## src/rtl/multiplicador_secuencial.sv

```systemverilog
// Sequential shift-and-add unsigned multiplier: N iterations through one sumador_N,
// 2N-bit product held in result until the next completion.

module sumador_N #(
    parameter int N = 4
) (
    input  logic [N-1:0] A_num,
    input  logic [N-1:0] B_num,
    input  logic         carry_in,
    output logic [N-1:0] S,
    output logic         carry_out
);
    logic [N:0] sum;

    always_comb begin
        sum       = {1'b0, A_num} + {1'b0, B_num} + {{N{1'b0}}, carry_in};
        S         = sum[N-1:0];
        carry_out = sum[N];
    end
endmodule

module multiplicador_secuencial #(
    parameter int N = 4
) (
    input  logic           clk,
    input  logic           rst_n,
    input  logic           start,
    input  logic [N-1:0]   A_num,
    input  logic [N-1:0]   B_num,
    output logic           busy,
    output logic           done,
    output logic [2*N-1:0] result
);
    localparam int CW = (N > 1) ? $clog2(N) : 1;

    typedef enum logic [1:0] {
        IDLE,
        BUSY,
        DONE
    } state_t;

    state_t         state_q, state_d;
    logic [N-1:0]   m_q, m_d;
    logic [2*N-1:0] p_q, p_d;
    logic [2*N-1:0] result_q, result_d;
    logic [CW-1:0]  cnt_q, cnt_d;
    logic           busy_q, busy_d;
    logic           done_q, done_d;

    logic [N-1:0]   add_b;
    logic [N-1:0]   add_s;
    logic           add_c;
    logic           last_iter;

    // Adding zero when the multiplier bit is clear yields c=0, s=accumulator.
    assign add_b = p_q[0] ? m_q : '0;

    sumador_N #(.N(N)) u_sumador (
        .A_num    (p_q[2*N-1:N]),
        .B_num    (add_b),
        .carry_in (1'b0),
        .S        (add_s),
        .carry_out(add_c)
    );

    assign last_iter = (cnt_q == CW'(N - 1));

    always_comb begin
        state_d  = state_q;
        m_d      = m_q;
        p_d      = p_q;
        cnt_d    = cnt_q;
        result_d = result_q;

        case (state_q)
            IDLE: begin
                if (start) begin
                    state_d = BUSY;
                    m_d     = A_num;
                    p_d     = {{N{1'b0}}, B_num};
                    cnt_d   = '0;
                end
            end
            BUSY: begin
                p_d   = {add_c, add_s, p_q[N-1:1]};
                cnt_d = cnt_q + 1'b1;
                if (last_iter) begin
                    state_d  = DONE;
                    result_d = p_d;
                end
            end
            DONE: begin
                // Result is already committed here, so a new request can be accepted
                // on the DONE->IDLE edge, giving one operation every N+1 cycles.
                if (start) begin
                    state_d = BUSY;
                    m_d     = A_num;
                    p_d     = {{N{1'b0}}, B_num};
                    cnt_d   = '0;
                end else begin
                    state_d = IDLE;
                end
            end
            default: state_d = IDLE;
        endcase

        busy_d = (state_d != IDLE);
        done_d = (state_d == DONE);
    end

    always_ff @(posedge clk or negedge rst_n) begin
        if (!rst_n) begin
            state_q  <= IDLE;
            m_q      <= '0;
            p_q      <= '0;
            cnt_q    <= '0;
            result_q <= '0;
            busy_q   <= 1'b0;
            done_q   <= 1'b0;
        end else begin
            state_q  <= state_d;
            m_q      <= m_d;
            p_q      <= p_d;
            cnt_q    <= cnt_d;
            result_q <= result_d;
            busy_q   <= busy_d;
            done_q   <= done_d;
        end
    end

    assign busy   = busy_q;
    assign done   = done_q;
    assign result = result_q;
endmodule

```

## config.mk

```make
export PLATFORM = sky130hd
export DESIGN_NAME = multiplicador_secuencial
export DESIGN_NICKNAME = d
export VERILOG_FILES = /design/src/rtl/multiplicador_secuencial.sv
export SDC_FILE = /design/constraint.sdc
export NUM_CORES = 1
export LEC_CHECK = 0
export ABC_AREA = 1
export CAP_MARGIN = 20
export CORE_MARGIN = 5
export CORE_UTILIZATION = 30
export CTS_CLUSTER_DIAMETER = 30
export DETAILED_ROUTE_END_ITERATION = 8
export PLACE_DENSITY = 0.51
export SYNTH_ARGS = -nofsm -noshare
export SYNTH_HDL_FRONTEND = slang
export SYNTH_SLANG_ARGS = --single-unit
```

## constraint.sdc

```tcl
create_clock -name clk -period 1.6 [get_ports clk]
set_input_delay 0.48 -clock clk [delete_from_list [all_inputs] [get_ports clk]]
set_output_delay 0.48 -clock clk [all_outputs]
set_load 0.03 [all_outputs]
```

==> flow_metrics.py, run 1 <==
metrics = {
    "cells_and_area": {
        "drive_above_1_share_pct": 15.1,
        "syn_to_final_growth_pct": 27.0,
        "antenna_cells": 0,
        "fin_nets": 178,
    },
    "hold_path": {
        "hp-start": "result[5]",
        "worstHoldPathType": "flip-flop to flip-flop",
    },
    "cts": {
        "cts.sinks": 26,
        "hold_buffers": 0,
        "numCtsBuffers": 3,
        "cts_tree": "yes",
        "clkTransAtPathRegs_ns": 0.09,
        "clockBufferDepth": 2,
        "cts-root-buf": "clkbuf_8",
        "insertion_delay_ns": 0.27,
        "htreeDepth": 1,
    },
    "timing": {
        "post-route-period-util_pct": 94.2,
        "clock_skew_ns": 0.00905,
        "relSlewSlack_pct": 77.2,
        "rsz0062_at_grt": "no",
        "max_clock_freq_mhz": 664,
        "worstMarginPinSlew_ns": 0.342,
        "fin_ws_ns": 0.0930,
        "hold_viol_final": 0,
        "drv_slew": 0,
        "setup_viol": 0,
        "tns_ns": 0,
        "fin_crit_ns": 1.51,
    },
    "drt": {
        "ant_nets": 0,
        "num_vias": 912,
        "wl_um": 2460,
        "dr.pass1.iters": 5,
        "drc": 0,
        "via_per_inst": 4.36,
        "drtIter0Drc": 37,
        "avgRoutedWirePerCell_um": 11.7,
    },
    "setup_path": {
        "crit_buf_inv": 1,
        "cp_top_family": "buffers and inverters",
        "arrival_ns": 1.03,
        "cp_slowest_stage_delay_ns": 0.40,
        "reg2reg_from": "p_q[0]",
        "cp-end-kind": "output port",
        "path_max_fanout": 2,
        "startpoint": "result[1]",
        "required_ns": 1.12,
        "crit_chain": "dlygate4sd2_1",
        "cp_slowest_cell": "dlygate4sd2_1",
        "path_class": "flip-flop to output port",
        "start_kind": "flip-flop",
    },
    "logic_synthesis": {
        "ys_seq_elements": 26,
        "syn_area_um2": 1230,
        "synthCells": 133,
        "yosysTopAreaCellShare_pct": 52.9,
        "syn_avg_cell_area_um2": 9.25,
        "synth_cell_types": 19,
        "synth_nets": 150,
        "yosys-top-cells-area": "dfrtp_1 53%, nand2_1 13%, ha_1 5.1%, inv_1 4.3%, nand3_1 3.7%",
        "ys_warn_count": 0,
        "seq_area_frac_synth_pct": 52.9,
        "yosys.area.top_type": "dfrtp_1",
    },
    "global_routing": {
        "grt_usage_pct": 10.2,
        "grt_pass1_vias": 979,
        "grt_pass1_wl_um": 4260,
        "grt_start_max_net_pins": 27,
        "grt_overflow": 0,
        "antenna_found_initial": 0,
    },
    "place": {
        "numPortBuffers": 20,
        "routabilityCongestion": 0.827,
        "dp_slack_ns": 0.0658,
        "hpwl_um": 1840,
    },
    "pwr": {
        "seq_power_share_pct": 37.7,
        "comb_power_share_pct": 49.5,
        "power_frac_clock_pct": 12.8,
        "ir_worst_vdd_uv": 638,
        "switching_share_pct": 43.7,
        "netSwitchingPower_mw": 1.27,
        "p_int_mw": 1.64,
        "power_density_nw_per_um2": 1860,
        "leakagePower_nw": 0.835,
    },
    "status": {
        "status": "finished clean",
    },
    "die": {
        "start_util_pct": 30.7,
        "die_h_um": 74.0,
        "die_w_um": 74.0,
        "rows": 23,
        "core_um2": 4000,
        "die-area_um2": 5480,
        "ios": 21,
    },
    "flow_run": {
        "maxCapViolCount": 0,
    },
}
==> worst register-to-register path, delay by kind of cell, from the launching register on <==
family	cells	cell delay, ns
buffers and inverters	3	0.25
and+or+nand+nor	5	0.35
adders and majority gates	1	0.39
DFF	1	0.40
==> flip-flops by register name, summed over array words and instances, names as in the netlist <==
register	flops
p_q	8
result	8
busy	1
cnt_q	2
done	1
m_q	4
state_q	2
==> per-layer routing <==
metal	track usage [%]	vias up	part of all wire (%)
met4	5.43	0	1.6
met1	12.4	421	45
li1	-	474	-
met2	17.4	15	50
met5	0	-	0
met3	1.35	2	3.3
==> area by class of cell <==
| cell class | count | area (um2) |
|---|---|---|
| fill | 410 | 2440 |
| sequential | 26 | 651 |
| multi-input combinational | 87 | 497 |
| timing repair buffer | 25 | 238 |
| inverter | 18 | 72.6 |
| tap | 50 | 62.6 |
| clock buffer | 3 | 41.3 |
==> metrics by stage <==
stage	utilization [%]	total power, mW	hold WS (ns)	cell area [um2]	std cells
6_report	39.0	2.90	0.481	1560	209
5_1_grt	39.0	3.17	0.501	1560	209
4_1_cts	38.7	2.91	0.488	1550	209
3_5_place_dp	38.0	2.61	0.470	1520	206
3_3_place_gp	38.0	2.57	0.466	1520	206
2_1_floorplan	-	2.15	0.184	1230	133
==> cell usage in the layout, fill, tap and decap left out, drive strengths merged <==
cell            n
a21oi           3
buf             5
clkbuf          3
clkdlybuf4s50  10
dfrtp          26
dlygate4sd2    10
fa              1
ha              5
inv            18
nand2          49
nand3           9
nor2            2
o211ai          3
o21ai          13
or2             1
xnor2           1
==> cells in the mapped netlist (all sizes together) <==
cell type / instances
nand2: 49
a21oi: 3
ha: 5
nor2: 2
or2: 1
nand3: 9
o211ai: 3
buf: 2
inv: 18
fa: 1
xnor2: 1
o21ai: 13
dfrtp: 26
==> final timing paths <==
kind                       slack, ns  depth (start not counted)   endpoint
min in group asynchronous       0.55                          2   cnt_q[0]
max in group asynchronous       0.89                          2  result[6]
max reg2reg                     0.11                          9     p_q[6]
max                             0.09                          1  result[1]
min reg2reg                     0.48                          2  result[5]
min                             0.48                          2  result[5]
==> power by group through the flow <==
stage / Sequential, mW / Clock, mW / Combinational (mW)
2_1_floorplan: 1.26 / 0 / 0.894
6_report: 1.09 / 0.373 / 1.44
3_5_place_dp: 1.11 / 0 / 1.50
4_1_cts: 1.10 / 0.380 / 1.43
5_1_grt: 1.13 / 0.411 / 1.63
3_3_place_gp: 1.11 / 0 / 1.47
==> cell families (layout without fill, tap and decap cells) <==
logic type               Yosys count  count (layout)  synth area share [%]
AO/OA/AOI/OAI                     19              19                  9.56
XOR/XNOR                           1               1                 0.712
adder cells (fa/ha/maj)            6               6                  6.71
buffers and inverters             20              46                  7.73
flip-flops                        26              26                  52.9
AND/OR/NAND/NOR                   61              61                  22.4
==> what timing repair did <==
action | CTS | global route
setup endpoints to repair | 10 | 4
pin swaps | 0 | 0
hold endpoints to repair | 0 | 0
gates resized for setup | 10 | 4
setup buffers | 0 | 0
No activity file was read; power rests on OpenSTA's default activity.
==> run 2: changes to the inputs <==
--- a/config.mk
+++ b/config.mk
@@ -5,13 +5,14 @@
 export SDC_FILE = /design/constraint.sdc
 export NUM_CORES = 1
 export LEC_CHECK = 0
-export ABC_AREA = 1
+export ABC_AREA = 0
 export CAP_MARGIN = 20
 export CORE_MARGIN = 5
 export CORE_UTILIZATION = 30
 export CTS_CLUSTER_DIAMETER = 30
 export DETAILED_ROUTE_END_ITERATION = 8
-export PLACE_DENSITY = 0.51
+export PLACE_DENSITY = 0.49
+export SLEW_MARGIN = 5
 export SYNTH_ARGS = -nofsm -noshare
 export SYNTH_HDL_FRONTEND = slang
 export SYNTH_SLANG_ARGS = --single-unit
==> constraint.sdc (replaced) <==
create_clock -name clk -period 1.4 [get_ports clk]
set_input_delay 0.42 -clock clk [delete_from_list [all_inputs] [get_ports clk]]
set_output_delay 0.42 -clock clk [all_outputs]
set_load 0.03 [all_outputs]
==> flow_metrics.py, run 2 <==
metrics = {
    "die": {
        "die_w_um": 74.2,
        "die_h_um": 74.2,
        "die-area_um2": 5500,
        "start_util_pct": 30.9,
        "core_um2": 4000,
        "rows": 23,
        "ios": 21,
    },
    "cts": {
        "cts.sinks": 26,
        "insertion_delay_ns": 0.27,
        "cts_tree": "yes",
        "clockBufferDepth": 2,
        "clkTransAtPathRegs_ns": 0.09,
        "hold_buffers": 0,
        "htreeDepth": 1,
        "cts-root-buf": "clkbuf_8",
        "numCtsBuffers": 3,
    },
    "logic_synthesis": {
        "ys_seq_elements": 26,
        "synth_top_family_by_area": "multiplexers",
        "synth_fa_ha_area_share_pct": 6.68,
        "yosysMostFrequentCell": "dfrtp_1",
        "synth_compound_area_share_pct": 8.10,
        "synthArstFlopShare_pct": 100,
        "yosys-top-cells-area": "dfrtp_1 53%, mux2_4 8.5%, ha_1 5.1%, mux2_2 4.6%, mux2i_1 3.2%",
        "ys_warn_count": 0,
        "synthSimpleGateAreaFrac_pct": 9.62,
        "ys.flop_type": "dfrtp_1",
        "syn_avg_cell_area_um2": 12.7,
        "synth_cell_types": 25,
        "yosysTopAreaCellShare_pct": 52.6,
        "synth_nets": 114,
        "synth-edff-count": 0,
        "synth_commonest_cells": "26 x dfrtp_1, 9 x nand2_1, 7 x mux2_4, 7 x o21ai_1, 6 x inv_1",
        "yosys.area.top_type": "dfrtp_1",
        "synthCells": 97,
        "synthMuxAreaShare_pct": 16.3,
        "synth_xor_area_share_pct": 2.13,
        "syn_area_um2": 1240,
        "seq_area_frac_synth_pct": 52.6,
    },
    "pwr": {
        "leakagePower_nw": 0.793,
        "power_density_nw_per_um2": 2300,
        "ir_worst_vdd_uv": 780,
        "fin_total_pwr_mw": 3.78,
    },
    "setup_path": {
        "crit_buf_inv": 1,
        "cp_slowest_cell": "fa_2",
        "rr_worst_depth": 6,
        "crit_chain": "and2_4, ha_4, inv_2, fa_2, o21ai_2, a22o_1",
        "r2r_slack_ns": -0.23,
        "arrival_ns": 1.80,
        "reg2reg_from": "p_q[0]",
        "r2r_end": "p_q[4]",
        "cp-end-kind": "flip-flop",
        "path_max_fanout": 5,
        "cp_top_family": "adder cells",
        "required_ns": 1.57,
        "path_class": "flip-flop to flip-flop",
        "cp_slowest_stage_delay_ns": 0.55,
        "start_kind": "flip-flop",
    },
    "global_routing": {
        "grt_overflow": 0,
        "antenna_found_initial": 0,
        "grt_pass1_wl_um": 4140,
        "grt_start_max_net_pins": 27,
        "grt_pass1_vias": 898,
        "grt_usage_pct": 9.72,
    },
    "timing": {
        "setup_viol": 8,
        "fin_ws_ns": -0.231,
        "clock_skew_ns": 0.00273,
        "hold_viol_final": 0,
        "rsz0062_at_grt": "yes",
        "drv_slew": 0,
        "worstMarginPinSlew_ns": 0.255,
        "fin_crit_ns": 1.63,
        "post-route-period-util_pct": 116,
        "max_clock_freq_mhz": 613,
        "relSlewSlack_pct": 82.9,
    },
    "place": {
        "dpl_cell_area_um2": 1520,
        "numPortBuffers": 20,
        "hpwl_um": 1770,
        "routabilityCongestion": 0.714,
    },
    "hold_path": {
        "worstHoldPathType": "input pin to asynchronous set/reset pin",
    },
    "cells_and_area": {
        "layout_common_cells": "25 x dfrtp_1, 17 x buf_4, 10 x clkdlybuf4s50_1",
        "antenna_cells": 0,
        "finish.instance_area_um2": 1650,
        "fin_nets": 144,
        "finish.utilization_pct": 41.1,
        "syn_to_final_growth_pct": 33.1,
        "fillerInstances": 377,
        "final_common_cell": "dfrtp_1",
        "drive_above_1_share_pct": 39.7,
    },
    "flow_run": {
        "maxCapViolCount": 0,
    },
    "drt": {
        "dr.pass1.iters": 4,
        "via_per_inst": 4.48,
        "num_vias": 789,
        "wl_um": 2380,
        "ant_nets": 0,
        "avgRoutedWirePerCell_um": 13.5,
        "drtIter0Drc": 27,
        "drc": 0,
    },
    "status": {
        "violations": "setup timing",
        "status": "complete, but fails checks",
    },
}
-- run 2: cell types whose count changed after synthesis, sizes merged, moves of 3 or more --
| cell | change |
|---|---|
| o211ai | -3 |
| nand2 | -39 |
| o21ai | -4 |
| mux2 | +12 |
| mux2i | +4 |
| and2 | +3 |
| inv | -11 |
| nand3 | -9 |
| a22o | +4 |
-- run 2: worst max path at each step --
stage	startpoint	to	slack, ns	depth (start not counted)
3_5_place_dp	start	p_q[5]	-0.39	5
3_3_place_gp	start	p_q[5]	-0.35	5
5_1_grt	p_q[0]	result[7]	-0.30	8
4_1_cts	p_q[0]	p_q[4]	-0.27	6
2_1_floorplan	p_q[0]	p_q[4]	-0.16	6
6_report	p_q[0]	p_q[4]	-0.23	6
-- run 2: logic make-up (layout without fill, tap and decap cells) --
family                   after synthesis  in the layout
AO/OA/AOI/OAI                         16             16
XOR/XNOR                               3              3
adder cells (fa/ha/maj)                6              6
buffers and inverters                 10             39
flip-flops                            26             26
multiplexers                          16             16
AND/OR/NAND/NOR                       20             20
-- run 2: layer usage --
metal	wire length (um)	vias up	global-route usage, %	share of wire, %
li1	-	385	-	-
met1	1130	387	12.9	48
met2	1120	15	15.6	47
met3	120	2	2.57	5.0
met4	13	0	3.02	0.55
met5	0	-	0	0
-- run 2: area by class of cell --
cell class / instances / area [um2] / share of cell area (%)
Clock buffer: 3 / 41.3 / 2.51
Inverter: 7 / 28.8 / 1.75
Clock inverter: 1 / 30.0 / 1.83
Tap cell: 50 / 62.6 / 3.80
Multi-Input combinational cell: 61 / 583 / 35.4
Sequential cell: 26 / 652 / 39.6
Timing Repair Buffer: 28 / 248 / 15.1
-- run 2: power by group --
part           internal [mW]  leakage [nW]  switching, mW
clock network          0.382        0.0357          0.245
logic                  0.951         0.431          0.923
registers               1.07         0.326          0.207
-- run 2: repair_timing --
action,CTS,global route
pin swaps,3,5
resized for setup,7,2
setup buffers,1,0
endpoints found under the setup margin,13,8
-- run 2: stage by stage --
step / TNS [ns] / hold slack, ns / worst slack [ns] / cells
after floorplan: -0.670 / 0.124 / -0.158 / 97
after global placement: -4.75 / 0.471 / -0.347 / 171
after detailed placement: -5.21 / 0.483 / -0.387 / 171
after CTS: -1.62 / 0.502 / -0.274 / 176
after global routing: -1.94 / 0.507 / -0.305 / 176
final: -1.30 / 0.493 / -0.231 / 176
